==> src/rtl/uart_tx_arbiter.sv <==
// uart_tx_arbiter
//   Two-requester, packet-locked arbiter in front of a uart_tx6 transmit
//   buffer. A requester that wins keeps the grant until it sends a byte
//   flagged "last", or until MAX_PKT bytes have gone without one. In the
//   second case the grant is forcibly released and the sticky pkt_err flag
//   is raised. Ties in IDLE are broken round-robin against the last owner.
//
// Ports
//   clk                      system clock
//   btnCpuReset              asynchronous active-low reset
//   req0_valid / req1_valid  requester offers a byte
//   req0_data  / req1_data   offered byte
//   req0_last  / req1_last   offered byte ends its packet
//   req0_ready / req1_ready  byte accepted this cycle when valid & ready
//   tx_data                  byte to uart_tx6 data_in (registered)
//   tx_write                 one-cycle write strobe to uart_tx6 buffer_write
//   tx_full                  uart_tx6 buffer_full
//   grant                    one-hot current owner, 2'b00 when idle
//   pkt_err                  sticky: a packet was cut off at MAX_PKT bytes
//   err_clr                  synchronous clear of pkt_err (a new set wins)
module uart_tx_arbiter #(
    parameter int unsigned MAX_PKT = 64
) (
    input  logic       clk,
    input  logic       btnCpuReset,
    input  logic       req0_valid,
    input  logic       req1_valid,
    input  logic [7:0] req0_data,
    input  logic [7:0] req1_data,
    input  logic       req0_last,
    input  logic       req1_last,
    output logic       req0_ready,
    output logic       req1_ready,
    output logic [7:0] tx_data,
    output logic       tx_write,
    input  logic       tx_full,
    output logic [1:0] grant,
    output logic       pkt_err,
    input  logic       err_clr
);

    localparam logic [7:0] MAX_PKT_B = 8'(MAX_PKT);

    typedef enum logic {
        ST_IDLE = 1'b0,
        ST_BUSY = 1'b1
    } state_e;

    state_e     state_q, state_d;
    logic       owner_q, owner_d;
    logic       rr_q, rr_d;
    logic [7:0] cnt_q, cnt_d;
    logic       tx_write_q, tx_write_d;
    logic [7:0] tx_data_q, tx_data_d;
    logic       pkt_err_q, pkt_err_d;

    logic       sel_valid;
    logic [7:0] sel_data;
    logic       sel_last;
    logic       can_accept;
    logic       accept;
    logic [7:0] cnt_inc;

    always_ff @(posedge clk or negedge btnCpuReset) begin
        if (!btnCpuReset) begin
            state_q    <= ST_IDLE;
            owner_q    <= 1'b0;
            rr_q       <= 1'b1;
            cnt_q      <= 8'h00;
            tx_write_q <= 1'b0;
            tx_data_q  <= 8'h00;
            pkt_err_q  <= 1'b0;
        end else begin
            state_q    <= state_d;
            owner_q    <= owner_d;
            rr_q       <= rr_d;
            cnt_q      <= cnt_d;
            tx_write_q <= tx_write_d;
            tx_data_q  <= tx_data_d;
            pkt_err_q  <= pkt_err_d;
        end
    end

    always_comb begin
        sel_valid = owner_q ? req1_valid : req0_valid;
        sel_data  = owner_q ? req1_data  : req0_data;
        sel_last  = owner_q ? req1_last  : req0_last;

        // Blocking on tx_write_q means a byte written last cycle is already
        // reflected in tx_full before the next one is accepted.
        can_accept = (state_q == ST_BUSY) && !tx_full && !tx_write_q;
        req0_ready = can_accept && !owner_q;
        req1_ready = can_accept &&  owner_q;
        accept     = can_accept && sel_valid;

        cnt_inc = (cnt_q == 8'hFF) ? cnt_q : cnt_q + 8'd1;

        state_d    = state_q;
        owner_d    = owner_q;
        rr_d       = rr_q;
        cnt_d      = cnt_q;
        tx_write_d = 1'b0;
        tx_data_d  = tx_data_q;
        pkt_err_d  = err_clr ? 1'b0 : pkt_err_q;

        case (state_q)
            ST_IDLE: begin
                if (req0_valid || req1_valid) begin
                    state_d = ST_BUSY;
                    cnt_d   = 8'h00;
                    // On a tie the requester that was not served last wins.
                    if (req0_valid && req1_valid) begin
                        owner_d = ~rr_q;
                    end else begin
                        owner_d = req1_valid;
                    end
                end
            end
            ST_BUSY: begin
                if (accept) begin
                    tx_write_d = 1'b1;
                    tx_data_d  = sel_data;
                    cnt_d      = cnt_inc;
                    if (sel_last) begin
                        state_d = ST_IDLE;
                        rr_d    = owner_q;
                    end else if (cnt_inc == MAX_PKT_B) begin
                        state_d   = ST_IDLE;
                        rr_d      = owner_q;
                        pkt_err_d = 1'b1;
                    end
                end
            end
            default: begin
                state_d = ST_IDLE;
            end
        endcase
    end

    assign grant    = (state_q == ST_BUSY) ? (owner_q ? 2'b10 : 2'b01) : 2'b00;
    assign tx_write = tx_write_q;
    assign tx_data  = tx_data_q;
    assign pkt_err  = pkt_err_q;

endmodule

==> config.mk <==
export PLATFORM = sky130hd
export DESIGN_NAME = uart_tx_arbiter
export DESIGN_NICKNAME = d
export VERILOG_FILES = /design/src/rtl/uart_tx_arbiter.sv
export SDC_FILE = /design/constraint.sdc
export NUM_CORES = 1
export LEC_CHECK = 0
export ABC_AREA = 1
export CAP_MARGIN = 10
export CORE_UTILIZATION = 41
export DETAILED_ROUTE_END_ITERATION = 10
export PLACE_DENSITY = 0.73
export REMOVE_ABC_BUFFERS = 1
export SLEW_MARGIN = 15
export SYNTH_ARGS = -nofsm -noshare
export SYNTH_HDL_FRONTEND = slang
export SYNTH_SLANG_ARGS = --single-unit
export TNS_END_PERCENT = 1
==> constraint.sdc <==
create_clock -name clk -period 1.5 [get_ports clk]
set_input_delay 0.375 -clock clk [delete_from_list [all_inputs] [get_ports clk]]
set_output_delay 0.375 -clock clk [all_outputs]
set_load 0.01 [all_outputs]
# Yosys cells after proc, flatten, opt, wreduce, memory -nomap -nowiden
# Index checks and enable logic that the tools add are counted.
dict set report classes {
  eq_ne 4
  addsub 1
  n_bitwise 2
  n_reduce_logical 15
  n_mux 24
}
# cell n
set op_table {}
lappend op_table {{two-way mux 8 bit} 4}
lappend op_table {{two-way mux 1 bit} 16}
lappend op_table {{case mux 8 bit (2 select lines)} 1}
lappend op_table {{adder 8 x 1 -> 8 bit (second input constant)} 1}
lappend op_table {{equality test 8 x 7 -> 1 bit (second input constant)} 1}
lappend op_table {{equality test 8 bit (second input constant)} 1}
lappend op_table {{logical AND 1 bit} 6}
lappend op_table {{AND reduction 2 bit} 3}
lappend op_table {{two-way mux 2 bit} 2}
lappend op_table {{zero test 1 bit} 3}
lappend op_table {{AND reduction 3 bit} 1}
lappend op_table {{inequality test 2 x 1 -> 1 bit (second input constant)} 1}
lappend op_table {{inequality test 2 bit (second input constant)} 1}
lappend op_table {{inverter 1 bit} 2}
lappend op_table {{case mux 1 bit (2 select lines)} 1}
lappend op_table {{nonzero test 2 bit} 1}
lappend op_table {{logical OR 1 bit} 1}
dict set report totals {
  reg_bits 21
  wordCells 53
  output_inout_bits 14
  input_bits 24
}

# Longest topological paths before layout
# Gate-level depths: netlist (run 1).
dict set report depth {
  ltp_word 7
  depth_mapped 13
  mapped_depth_nobuf 13
}

# Worst setup path before layout (run 1)
# Ideal clock, no wire load.
dict set report synth_path {
  path_type {flip-flop to flip-flop}
  startpoint {register cnt_q[0]}
  endpoint {register state_q}
  required_time_ns 1.365
  stages_incl_launch_ff 12
  n_path_buf 0
  arrival_time_ns 1.367
  slack_ns -0.002
  path_cell_list {dfrtp_1 ha_1 nand2_2 nor2_4 nand2_4 nand3_1 nor2_2 nand3_2 nand2_2 nand2_2 nand2_1 nand2_1}
}
dict set report synth_between {
  elab_chain_len 7
  elab_cells_between_ends 8
  cone_classes {add/sub: 1; eq/ne: 2; mux: 5}
}
# item line_no
set synth_lines {}
lappend synth_lines {{start, declared} 52} ;# logic [7:0] cnt_q, cnt_d;
lappend synth_lines {{start signal, assigned} 77} ;# cnt_q <= cnt_d;
lappend synth_lines {{adder 8 x 1 -> 8 bit or equality test 8 bit (tied branches)} 96} ;# cnt_inc = (cnt_q == 8'hFF) ? cnt_q : cnt_q + 8'd1;
lappend synth_lines {{two-way mux 8 bit *} 96}
lappend synth_lines {{equality test 8 x 7 -> 1 bit *} 127} ;# end else if (cnt_inc == MAX_PKT_B) begin
lappend synth_lines {{two-way mux 1 bit *} 127}
lappend synth_lines {{two-way mux 1 bit *} 124} ;# if (sel_last) begin
lappend synth_lines {{two-way mux 1 bit *} 120} ;# if (accept) begin
lappend synth_lines {{case mux 1 bit (2 select lines) *} 106} ;# case (state_q)
lappend synth_lines {{named net state_d} 49} ;# state_e state_q, state_d;
lappend synth_lines {{end signal, assigned} 74} ;# state_q <= state_d;
lappend synth_lines {{end, declared} 49}
# The timed path passes the listed nets; every way through them passes the cells marked *.
# A chain may end at the register's enable or synchronous reset.

# Final worst setup path (run 1)
dict set report layout_path {
  startpoint {register state_q}
  endpoint {output req1_ready}
}
dict set report layout_between {
  elab_chain_len 3
}
# item line_no
set layout_lines {}
lappend layout_lines {{logical AND 1 bit (2 in series)} 91} ;# can_accept = (state_q == ST_BUSY) && !tx_full && !tx_write_q;
lappend layout_lines {{logical AND 1 bit} 93} ;# req1_ready = can_accept && owner_q;
lappend layout_lines {{end, declared} 33} ;# output logic req1_ready,
# No other way between the ends.

==> impl_results.md, run 1 <==
- Final Instance Area: 1803 um2
- Final worst slack: -0.07740 ns
- Req. time, crit path: 1.12 ns
- Clk_lat worst skew: 0.30 ns
- Area Overhead vs Synth: 50.26%
- Arrival time at the worst endpoint: 1.20 ns
- Critical path startpoint: state_q
- Ys Warns: 0
- Core area: 2758 um2
- Area of the multi-input gates: around 630 um2
- Vias/cell: 4.964
- Crit-path max FO: 2
- Placed Area: 1738 um2
- Final hold vios: 0
- Final setup violation count: 5
- Final Skew: 0.004420 ns
- Status: finished, violations left
- Biggest area consumer among synthesized cells: dfrtp_1
- Register bit count reported by yosys: 21
- Die Width: 56.10 um
- Initial antenna violation count: 0
- Pins over their slew limit: 0
- RR Startpoint: cnt_q[0]
- RSZ-0062 raised after global routing: true
- Largest net degree at the start of global routing: 27
- Total track usage: 0.2032
- Antenna diodes: 0
- Routability Congestion: 0.8092
- I/O Pins: 38
- Worst R2R End: pkt_err
- Netlist cell types: 25
- WL per Instance: between 10 and 15 um
- Iter 0 DRT Violations: 37
- Cell Rows: 19
- First-pass GRT wire length: 5140 um
- DRC errors left: 0
- Register Area: 528.0 um2
- Clk pin slew, worst setup/hold paths: 0.12 ns
- Worst-Margin Slew: 0.3073 ns
- Filler Cells Inserted: 243
- CTS tree: done
- Slew headroom: 0.7930
- Clock root cell: clkbuf_4
- Mapped Cells: around 160
- Max-cap violations: 0
- Sink Count: 21
- Pwr dens: 1489 nW/um2
- WS Path Type: reg2out
- CTS hold repair buffers: 0
- Port Buf Inserts: 37
- Worst setup SP type: flip-flop
- Sequential area share after synthesis: 0.4390
- Total gr overflow: 0
- Nets: 242
- Detailed-route via count: 1226
- Max IR drop VDD: roughly 1200 uV
- Worst Hold Class: in2async
- DIE AREA: 3147 um2
- Core Util, Final: 0.6538
- Most common cell in the netlist: nand2_1
- CTS Buf Count: 3
- Pleak: 0.8956 nW
- FMAX: ~630 MHz
- Final period util: 1.052
- Reg2Reg Depth: 11
- Synth cell count leaders: 49 x nand2_1, 20 x dfrtp_1, 18 x nor2_1
- Post-detail-place hpwl: 2281 um
- Asr flop ratio synth: 1.000
- Inst Count DP: between 200 and 250
- Synth top area share: 0.4171
- Failing checks: setup timing
- Router iterations before antenna repair: 4
- Layout cells sized above 1: 0.2639
- Final std cells w/o fill: 247
- Worst Hold Slack: about 0.4 ns
- Mapped Area: between 1000 and 1500 um2
- Synth Area per Inst: a little under 8 um2
- Number of flops mapped to enable cells by yosys: 0
- Most common flop cell mapped by yosys: dfrtp_1
- Dominant cells by area after synthesis: dfrtp_1 42%, nand2_1 15%, nor2_1 5.6%, nand3_1 5.0%, a31oi_1 4.2%
- Vias in the first global route: 1212
- Starting Density: 0.4351
- Detail Route Antenna Nets: 0
- Die Y: 56.10 um
- Number of H-tree levels: 1
- Fin crit period: 1.577 ns
- R2R setup slack: -0.04 ns
- DRT Wirelength: slightly below 3000 um
- Maximum clock path buffer count: 2
- CP endpoint kind: output port
==> layer usage <==
metal  vias to the layer above  global-route usage  wire, um
li1                        624                   -         -
met1                       562              0.2382      1196
met4                         0             0.04181        13
met2                        38              0.3776      1557
met5                         -                   0         0
met3                         2             0.04419       169
==> layout make-up <==
class | instances | area share
repair buffers | 60 | 0.2880
multi-input cells | 118 | 0.3470
clock buffers | 3 | 0.01249
well taps | 31 | 0.02151
flip-flops and latches | 21 | 0.2929
inverters | 13 | 0.03539
clock inverters | 1 | 0.002776
==> cells by family (layout without fill, tap and decap cells) <==
group | Yosys count | count (layout) | synth area share
and+or+nand+nor | 95 | 95 | 0.3681
DFF | 21 | 21 | 0.4390
AOI/OAI and AO/OA | 19 | 19 | 0.09072
buffers and inverters | 17 | 77 | 0.06882
xor gates and xnor gates | 2 | 2 | 0.01460
adders and majority gates | 1 | 1 | 0.01043
muxes | 1 | 1 | 0.008342
==> metrics by stage <==
stage	setup slack [ns]	total power [mW]	TNS, ns
floorplan	-0.008572	1.591	-0.008572
global placement	-0.5793	2.374	-5.113
detailed placement	-0.6224	2.425	-6.524
global route	-0.1918	2.912	-1.459
CTS	-0.1228	2.650	-0.4029
finish	-0.07740	2.684	-0.2139
==> registers in the layout (all words and copies together), names as in the netlist <==
register	flops
cnt_q	8
tx_data	8
owner_q	1
pkt_err	1
rr_q	1
state_q	1
tx_write	1
==> power by group <==
part,switching (mW),internal [mW],leakage (nW)
registers,0.138,0.767,0.257
logic,0.774,0.735,0.620
clock network,0.171,0.0992,0.0177
total,1.08,1.60,0.896
==> worst max path at each step <==
stage	slack (ns)	endpoint	cells after the start
2_1_floorplan	-0.009	state_q	11
3_3_place_gp	-0.58	req0_ready	5
3_5_place_dp	-0.62	req1_ready	5
4_1_cts	-0.12	req1_ready	5
5_1_grt	-0.19	req1_ready	5
6_report	-0.08	req1_ready	5
==> placed cells by master (no fill, tap or decap) <==
master / count
a31oi_1: 8
buf_2: 4
buf_4: 22
buf_6: 2
clkbuf_4: 3
clkdlybuf4s50_1: 22
clkinv_2: 1
clkinv_8: 1
dfrtp_1: 19
dfrtp_2: 1
dfstp_2: 1
dlygate4sd2_1: 9
dlymetal6s2s_1: 1
ha_4: 1
inv_1: 11
inv_4: 1
mux2i_1: 1
nand2_1: 48
nand2_2: 7
nand2_4: 2
nand3_1: 11
nand3_2: 3
nor2_1: 16
nor2_2: 5
nor2_4: 1
nor2_8: 1
nor3_2: 1
o21ai_0: 4
o21ai_1: 4
o22ai_1: 3
xnor2_1: 1
xor2_1: 1
==> repair_timing <==
action / in CTS / in global routing
endpoints found under the setup margin: 25 / 22
gates resized for setup: 34 / 11
pin swaps: 3 / 2
buffers inserted: 1 / 1
==> critical path, cell delays in order, from the launching register on <==
cell	delay, ns
dfrtp_1	0.38
inv_1	0.08
nor3_2	0.14
inv_1	0.07
nor2_1	0.10
buf_2	0.13
Power figures use the tool's default switching activity.
==> run 2: changes to the inputs <==
--- a/config.mk
+++ b/config.mk
@@ -7,9 +7,10 @@
 export LEC_CHECK = 0
 export ABC_AREA = 1
 export CAP_MARGIN = 10
-export CORE_UTILIZATION = 41
+export CORE_UTILIZATION = 43
+export CTS_BUF_LIST = sky130_fd_sc_hd__clkbuf_4 sky130_fd_sc_hd__clkbuf_8
 export DETAILED_ROUTE_END_ITERATION = 10
-export PLACE_DENSITY = 0.73
+export PLACE_DENSITY = 0.76
 export REMOVE_ABC_BUFFERS = 1
 export SLEW_MARGIN = 15
 export SYNTH_ARGS = -nofsm -noshare
==> run 2 against run 1 <==
Effect of this change: the flow still finishes with violations (setup timing); clock power increased by 7.4%; critical endpoint is now req0_ready; register-to-register slack about the same; first-iteration DRC count decreased by 54%; global-route usage increased by 4.7 points; largest power group unchanged; hold slack got worse by 0.11 ns.
==> impl_results.md, run 2 (synthesis gave the netlist of run 1 again) <==
- Status: finished, violations left
- Failing checks: setup timing
- DRC errors left: 0 (unchanged)
- Clk_lat worst skew: 0.30 ns (about the same)
- Worst R2R End: state_q
- Seq pwr share: 0.330 (-0.007)
- Pins over their slew limit: 0 (unchanged)
- Critical path startpoint: tx_write
- CTS tree: done
- Commonest non-fill, non-tap cell in the layout: nand2_1
- Detailed-route via count: 1284 (+4.7%)
- CP endpoint kind: output port
- Clock root cell: clkbuf_4
- Slew headroom: 0.7908 (-0.002144)
- Net Sw Frac: 0.4063 (+0.002835)
- Reg2Reg Depth: 11 (unchanged)
- Final hold vios: 0 (unchanged)
- Clk pin slew, worst setup/hold paths: 0.12 ns (about the same)
- Routability Congestion: 0.8770 (+8.4%)
- Core area: 2567 um2 (-6.9%)
- Vias in the first global route: 1263 (+4.2%)
- R2R setup slack: -0.05 ns (about the same)
- Final worst slack: -0.09936 ns (-0.02196 ns)
- Detail Route Antenna Nets: 0 (unchanged)
- Maximum clock path buffer count: 2 (unchanged)
- CP max stage delay: 0.44 ns (+0.06 ns)
- Pleak: 0.9214 nW (+2.9%)
- Final Skew: 0.004596 ns (+0.0001764 ns)
- Largest net degree at the start of global routing: 27 (unchanged)
- Final setup violation count: 7 (+2)
- DRT Wirelength: 3293 um (+12%)
- RR Startpoint: cnt_q[1]
- Sink Count: 21 (unchanged)
- Vias/cell: 5.136 (+3.5%)
- Post-detail-place hpwl: 2384 um (+4.5%)
- DIE AREA: 3006 um2 (-4.5%)
- Max-cap violations: 0 (unchanged)
- Total track usage: 0.2503 (+0.04705)
- Worst Hold Class: in2async
- Design internal power: 1.647 mW (+2.8%)
- Crit-path max FO: 2 (unchanged)
- Commonest cells after routing, fill and taps aside: 48 x nand2_1, 24 x buf_4, 22 x clkdlybuf4s50_1
- Die Y: 54.83 um (-2.3%)
- Router iterations before antenna repair: 4 (unchanged)
- Net Sw Power: 1.127 mW (+4.0%)
- Fin crit period: 1.599 ns (+0.02196 ns)
- Final period util: 1.066 (+0.01464)
- Cell Rows: 18 (-1)
- Cell Chain, Critical Path: nor3_4, inv_1, nor2_1, buf_2
- Worst setup SP type: flip-flop
- Clk pwr share: 0.105 (+0.004)
- Area Overhead vs Synth: 54.33%
- Number of H-tree levels: 1 (unchanged)
- Antenna diodes: 0 (unchanged)
- Arrival time at the worst endpoint: 1.22 ns (+0.02 ns)
- Die Width: 54.83 um (-2.3%)
- Pwr dens: 1498 nW/um2 (+0.59%)
- Max IR drop VDD: 1196 uV (-0.78%)
- CTS Buf Count: 3 (unchanged)
- First-pass GRT wire length: 5299 um (+3.1%)
- Total gr overflow: 0 (unchanged)
- Port Buf Inserts: 37 (unchanged)
- Nets: 246 (+1.7%)
- Setup TNS: -0.3407 ns (-0.1268 ns)
- Iter 0 DRT Violations: 17 (-54%)
- Req. time, crit path: 1.12 ns (about the same)
- Max stage delay cell, worst path: dfrtp_1
- Worst-Margin Slew: 0.3050 ns (-0.002262 ns)
- FMAX: 625.3 MHz (-1.4%)
- Initial antenna violation count: 0 (unchanged)
- WL per Instance: 13.17 um (+11%)
- RSZ-0062 raised after global routing: true
- I/O Pins: 38 (unchanged)
- Layout cells sized above 1: 0.2818 (+0.01793)
- WS Path Type: reg2out
- Worst Hold Slack: 0.2895 ns (-0.1066 ns)
- Combinational fraction of design power: 0.565 (+0.003)
- Starting Density: 0.4673 (+0.03223)
-- run 2: cell count changes in the layout (fill, tap and decap cells not counted), moves of 2 or more --
cell,delta
o21ai_0,+2
o21ai_1,-2
dlygate4sd2_1,+2
buf_4,+2
-- run 2: power groups by stage --
stage	clock [mW]	sequential, mW	combinational [mW]
3_3_place_gp	0	0.925	1.43
4_1_cts	0.299	0.898	1.49
6_report	0.290	0.916	1.57
2_1_floorplan	0	0.986	0.604
3_5_place_dp	0	0.932	1.47
5_1_grt	0.315	0.937	1.73
-- run 2: how the worst max path moves through the flow --
stage               slack (ns)  cells after the start          to
global placement         -0.59                      5  req0_ready
global route             -0.18                     12     state_q
floorplan               -0.009                     11     state_q
finish                    -0.1                      4  req0_ready
detailed placement       -0.67                      5  req0_ready
CTS                      -0.10                      5  req0_ready
-- run 2: routing by layer --
metal | GRT usage | wire length (um) | vias up
li1 | - | - | 634
met1 | 0.2803 | 1331 | 596
met2 | 0.4618 | 1706 | 44
met3 | 0.03611 | 143 | 10
met4 | 0.1068 | 111 | 0
met5 | 0 | 0 | -
-- run 2: layout make-up --
type | instances | area, um2
repair buffers | 64 | 550.5
flip-flops and latches | 21 | 528.0
multi-input cells | 118 | 641.9
inverters | 13 | 63.81
fillers | 217 | 715.7
clock buffers | 4 | 30.03
well taps | 30 | 37.54
-- run 2: timing repair --
action                                  in CTS  in global routing
hold buffers                                 0                  0
endpoints found under the setup margin      28                 23
setup buffers                                3                  1
cloned                                       0                  0
pin swaps                                    4                  4
resized for setup                           39                  8
-- run 2: stage by stage --
step	utilization	setup slack, ns	cells	cell area, um2	total power [mW]
2_1_floorplan	-	-0.008572	152	1171	1.591
3_3_place_gp	0.6823	-0.5866	242	1752	2.356
3_5_place_dp	0.6823	-0.6720	242	1752	2.402
4_1_cts	0.7037	-0.1034	249	1807	2.685
5_1_grt	0.7212	-0.1813	250	1852	2.977
6_report	0.7212	-0.09936	250	1852	2.773
-- run 2: worst max-delay path, delay by kind of cell, from the launching register on --
family,cells,cell delay [ns]
flip-flops,1,0.44
AND/OR/NAND/NOR,2,0.29
buffers and inverters,2,0.20
==> edit 1 (flow settings as in run 2) <==
`tx_data_q` no longer has a reset.
--- a/src/rtl/uart_tx_arbiter.sv
+++ b/src/rtl/uart_tx_arbiter.sv
@@ -69,5 +69,4 @@
             cnt_q      <= 8'h00;
             tx_write_q <= 1'b0;
-            tx_data_q  <= 8'h00;
             pkt_err_q  <= 1'b0;
         end else begin
@@ -77,7 +76,10 @@
             cnt_q      <= cnt_d;
             tx_write_q <= tx_write_d;
-            tx_data_q  <= tx_data_d;
             pkt_err_q  <= pkt_err_d;
         end
+    end
+
+    always_ff @(posedge clk) begin
+        tx_data_q <= tx_data_d;
     end
 
Function: differs if btnCpuReset is asserted again (counterexample within 4 cycles, from zero or initial values and one cycle with btnCpuReset low); with btnCpuReset held inactive, the same outputs for 10 cycles.
==> edit 1 against run 2 <==
The run still ends with setup timing left. Die area down 3.5%. Total power down 6.1%. Sequential power down 7.3%. Sequential cell count unchanged. Maximum frequency down 9.1%. Final area up 5.3%. Worst setup slack worse by 160 ps. Count of clock-buffer cells in the layout unchanged. Utilization up 5.9 points. Wire length up 17%. Combinational power down 6%. Area after synthesis down 3.6%. Non-clock buffer count up 10. Critical path type is now register to register. Largest cell class is now buffers. Highest routed layer unchanged.
==> edit 1: results (changes against run 2) <==
<table>
<tr><th>Metric</th><th>Value</th></tr>
<tr><th colspan="2">Global routing</th></tr>
<tr><td>Wire length of the first global-routing pass</td><td>5278 um (was 5299 um)</td></tr>
<tr><td>Global router's overall resource usage</td><td>26.38% (was 25.03%)</td></tr>
<tr><td>Vias in the first global route</td><td>1260 (was 1263)</td></tr>
<tr><th colspan="2">Power</th></tr>
<tr><td>Leakage power figure</td><td>0.9614 nW (was 0.9214 nW)</td></tr>
<tr><td>Worst voltage drop across the vdd grid</td><td>1.107 mV (was 1.196 mV)</td></tr>
<tr><th colspan="2">Drt</th></tr>
<tr><td>Initial detailed-routing violation count</td><td>61 (was 17)</td></tr>
<tr><td>Total Routed Length</td><td>3865 um (was 3293 um)</td></tr>
<tr><td>Total number of vias</td><td>1368 (was 1284)</td></tr>
<tr><th colspan="2">Logic synthesis</th></tr>
<tr><td>Unique masters post-synth</td><td>24 (was 25)</td></tr>
<tr><td>Share of the synthesized netlist area taken by xor and xnor gates</td><td>0.7576% (was 1.460%)</td></tr>
<tr><td>Synth Area in Compound Gates</td><td>4.762% (was 9.072%)</td></tr>
<tr><td>Number of flops mapped to enable cells by yosys</td><td>8 (was 0)</td></tr>
<tr><td>Most common library cells after synthesis</td><td>sky130_fd_sc_hd__nand2_1, sky130_fd_sc_hd__nand3_1, sky130_fd_sc_hd__dfrtp_1, sky130_fd_sc_hd__inv_1, sky130_fd_sc_hd__nor2_1 (was sky130_fd_sc_hd__nand2_1, sky130_fd_sc_hd__dfrtp_1, sky130_fd_sc_hd__nor2_1)</td></tr>
<tr><th colspan="2">Outcome</th></tr>
<tr><td>Failing checks</td><td>setup timing (unchanged)</td></tr>
<tr><td>Run status</td><td>complete, but fails checks (unchanged)</td></tr>
<tr><th colspan="2">Timing</th></tr>
<tr><td>Setup tns final</td><td>-1377 ps (was -340.7 ps)</td></tr>
<tr><td>Worst Setup Slack, final</td><td>-259.7 ps (was -99.36 ps)</td></tr>
<tr><td>Number of setup violations in the final report</td><td>9 (was 7)</td></tr>
<tr><th colspan="2">Cells and area</th></tr>
<tr><td>Total number of nets in the final design</td><td>247 (was 246)</td></tr>
<tr><td>Fraction of final layout cells with drive strength greater than 1</td><td>34.39% (was 28.18%)</td></tr>
</table>
edit 1: layout make-up:
class / count / area share [%]
inverters: 14 / 3.338
well taps: 30 / 1.926
multi-input cells: 108 / 31.58
flip-flops and latches: 21 / 29.08
repair buffers: 74 / 32.54
clock buffers: 4 / 1.540
edit 1: what timing repair did:
item | CTS | global route
pin swaps | 10 | 13
setup endpoints to repair | 30 | 15
hold buffers | 0 | 0
resized for setup | 44 | 20
buffers inserted | 4 | 3
edit 1: stage by stage:
step                utilization (%)  power (mW)  instances  instance area, um2  worst slack (ps)
global placement              70.67       1.973        240                1767            -517.9
CTS                           74.62       2.389        248                1866            -153.5
finish                        77.98       2.603        251                1949            -259.7
detailed placement            70.67       2.023        240                1767            -576.3
global route                  77.98       2.742        251                1949            -318.0
floorplan                         -       1.338        143                1134            -100.6
edit 1: path summary, 6_finish.rpt:
path	start	to	slack (ps)	depth (start not counted)
setup / recovery	cnt_q[0]$_DFFE_PN0P_	state_q$_DFF_PN0_	-260	12
max in group asynchronous	btnCpuReset	rr_q$_DFFE_PN1P_	900	2
setup reg to reg	cnt_q[0]$_DFFE_PN0P_	state_q$_DFF_PN0_	-260	12
min in group clk	rr_q$_DFFE_PN1P_	rr_q$_DFFE_PN1P_	500	2
hold reg to reg	rr_q$_DFFE_PN1P_	rr_q$_DFFE_PN1P_	500	2
hold / removal	btnCpuReset	cnt_q[5]$_DFFE_PN0P_	360	2
edit 1: cell families after synthesis:
| logic type | Yosys count |
|---|---|
| simple gates | 94 |
| mux | 2 |
| flops | 21 |
| xor+xnor | 1 |
| buf+inv | 17 |
| fa+ha+maj | 1 |
| compound gates | 10 |
edit 1: critical path, delay by kind of cell, from the launching register on:
family	cells	cell delay, ps
flops	1	440
fa+ha+maj	1	200
simple gates	11	1010
edit 1: power by group through the flow:
stage	registers, mW	logic (mW)	clock network, mW
2_1_floorplan	0.906	0.432	0
3_3_place_gp	0.831	1.14	0
3_5_place_dp	0.839	1.18	0
4_1_cts	0.826	1.27	0.291
5_1_grt	0.858	1.58	0.310
6_report	0.849	1.47	0.281
edit 1: metal layers:
layer	routed length, um	global-route usage [%]
met1	1443	30.51
met2	1953	44.86
met4	176	13.16
met3	291	6.497
met5	0	0
==> edit 2 (flow settings as in run 2) <==
Made on the original files. Set the parameter `MAX_PKT` to 48 (it was 64).
--- a/src/rtl/uart_tx_arbiter.sv
+++ b/src/rtl/uart_tx_arbiter.sv
@@ -20,5 +20,5 @@
 //   err_clr                  synchronous clear of pkt_err (a new set wins)
 module uart_tx_arbiter #(
-    parameter int unsigned MAX_PKT = 64
+    parameter int unsigned MAX_PKT = 48
 ) (
     input  logic       clk,
Check against the original RTL: no difference found for any inputs over 10 cycles, from zero or initial values and one cycle with btnCpuReset low; that may be too few to reach the edited logic, so the function may still have changed.
==> edit 2 against run 2 <==
The run still ends with setup timing left. Maximum frequency grew 0.87%. Die area is 2.2% higher. Area after synthesis rose by 2.3%. Worst setup slack improved by 14 ps. Synthesized cell count rose by 3.8%. Sequential cell count unchanged. Final area grew 0.20%. Global-route usage decreased by 4.4 points. Wire length is 11% lower. Total power is 3.5% higher. Critical path type unchanged. Count of clock-buffer cells in the layout did not move. Worst hold slack improved by 110 ps. Largest cell class unchanged. Clock power fell by 3%.
==> edit 2: results (changes against run 2) <==
<table>
<tr><th>Metric</th><th>Value</th></tr>
<tr><th colspan="2">Outcome</th></tr>
<tr><td>Run status</td><td>complete, but fails checks (unchanged)</td></tr>
<tr><td>Failing checks</td><td>setup timing (unchanged)</td></tr>
<tr><th colspan="2">Drt</th></tr>
<tr><td>Routed via count divided by cell count</td><td>5.075 (was 5.136)</td></tr>
<tr><td>Initial detailed-routing violation count</td><td>53 (was 17)</td></tr>
<tr><td>Wire length on met3</td><td>169 um (was 143 um)</td></tr>
<tr><th colspan="2">Logic synthesis</th></tr>
<tr><td>Fraction of synthesized area in multiplexers</td><td>0% (was 0.8342%)</td></tr>
<tr><td>Average cell area after synthesis</td><td>7.577 um2 (was 7.692 um2)</td></tr>
<tr><td>Unique masters post-synth</td><td>29 (was 25)</td></tr>
<tr><td>Leading post-synthesis cells by cell area</td><td>sky130_fd_sc_hd__dfrtp_1, sky130_fd_sc_hd__nand2_1, sky130_fd_sc_hd__nor2_1, sky130_fd_sc_hd__inv_1, sky130_fd_sc_hd__a31oi_1 (was sky130_fd_sc_hd__dfrtp_1, sky130_fd_sc_hd__nand2_1, sky130_fd_sc_hd__nor2_1, sky130_fd_sc_hd__nand3_1, sky130_fd_sc_hd__a31oi_1)</td></tr>
<tr><th colspan="2">Power</th></tr>
<tr><td>Leakage power figure</td><td>0.8788 nW (was 0.9214 nW)</td></tr>
<tr><td>Total power density per cell area</td><td>1546 nW/um2 (was 1498 nW/um2)</td></tr>
<tr><th colspan="2">Global routing</th></tr>
<tr><td>Vias in the first global route</td><td>1236 (was 1263)</td></tr>
<tr><td>Global router's overall resource usage</td><td>20.65% (was 25.03%)</td></tr>
<tr><td>Global-route track usage on met3</td><td>3.513% (was 3.611%)</td></tr>
<tr><td>Wire length of the first global-routing pass</td><td>5064 um (was 5299 um)</td></tr>
<tr><td>Largest net degree at the start of global routing</td><td>22 (was 27)</td></tr>
<tr><td>Met2 global-route usage</td><td>35.80% (was 46.18%)</td></tr>
<tr><th colspan="2">Placement</th></tr>
<tr><td>Placed cell area</td><td>1770 um2 (was 1752 um2)</td></tr>
<tr><td>Placed wire-length estimate</td><td>2267 um (was 2384 um)</td></tr>
<tr><th colspan="2">Timing</th></tr>
<tr><td>Final hold slack</td><td>404.1 ps (was 289.5 ps)</td></tr>
<tr><td>Worst Setup Slack, final</td><td>-85.61 ps (was -99.36 ps)</td></tr>
<tr><td>Number of setup violations in the final report</td><td>6 (was 7)</td></tr>
<tr><td>Least-Margin Pin Slew</td><td>274.1 ps (was 305.0 ps)</td></tr>
<tr><th colspan="2">Cells and area</th></tr>
<tr><td>Fillers</td><td>232 (was 217)</td></tr>
<tr><th colspan="2">Critical path</th></tr>
<tr><td>Depth of the most critical reg-to-reg path</td><td>10 (was 11)</td></tr>
</table>
-- edit 2: cell count changes after synthesis, moves of 2 or more --
cell | run 2 | this run
sky130_fd_sc_hd__inv_1 | 11 | 14
sky130_fd_sc_hd__inv_4 | 2 | 0
sky130_fd_sc_hd__nand2_1 | 49 | 46
sky130_fd_sc_hd__nand3_1 | 12 | 9
sky130_fd_sc_hd__nand4_1 | 0 | 2
sky130_fd_sc_hd__nor2_1 | 18 | 22
sky130_fd_sc_hd__nor2_4 | 1 | 3
-- edit 2: cell families after synthesis --
| family | count (synthesis) |
|---|---|
| xor+xnor | 1 |
| simple gates | 97 |
| fa+ha+maj | 1 |
| flops | 21 |
| buf+inv | 20 |
| compound gates | 22 |
-- edit 2: layout make-up --
class                   count  area share [%]
inverters                  16           3.304
multi-input cells         121           36.21
repair buffers             60           28.25
flip-flops and latches     21           28.52
clock buffers               4           1.618
well taps                  31           2.090
-- edit 2: where the power goes --
| group | internal, mW | switching, mW |
|---|---|---|
| sequential | 0.788 | 0.186 |
| combinational | 0.794 | 0.819 |
| clock | 0.122 | 0.161 |
-- edit 2: worst register-to-register path: stages, from the launching register on --
cell and delay (ps):
sky130_fd_sc_hd__dfrtp_1 410, sky130_fd_sc_hd__ha_4 170, sky130_fd_sc_hd__nand2_4 60, sky130_fd_sc_hd__o21ai_0 210
sky130_fd_sc_hd__nand2_1 160, sky130_fd_sc_hd__nor2_4 150, sky130_fd_sc_hd__nand3_2 80, sky130_fd_sc_hd__nand2_2 70
sky130_fd_sc_hd__nand2_2 50, sky130_fd_sc_hd__nand2_1 60, sky130_fd_sc_hd__nand2_1 50
-- edit 2: timing repair --
item | 4_1_cts | 5_1_grt
gates resized for setup | 32 | 14
buffers inserted | 1 | 2
hold buffers | 0 | 0
pin swaps | 2 | 3
endpoints found under the setup margin | 17 | 13
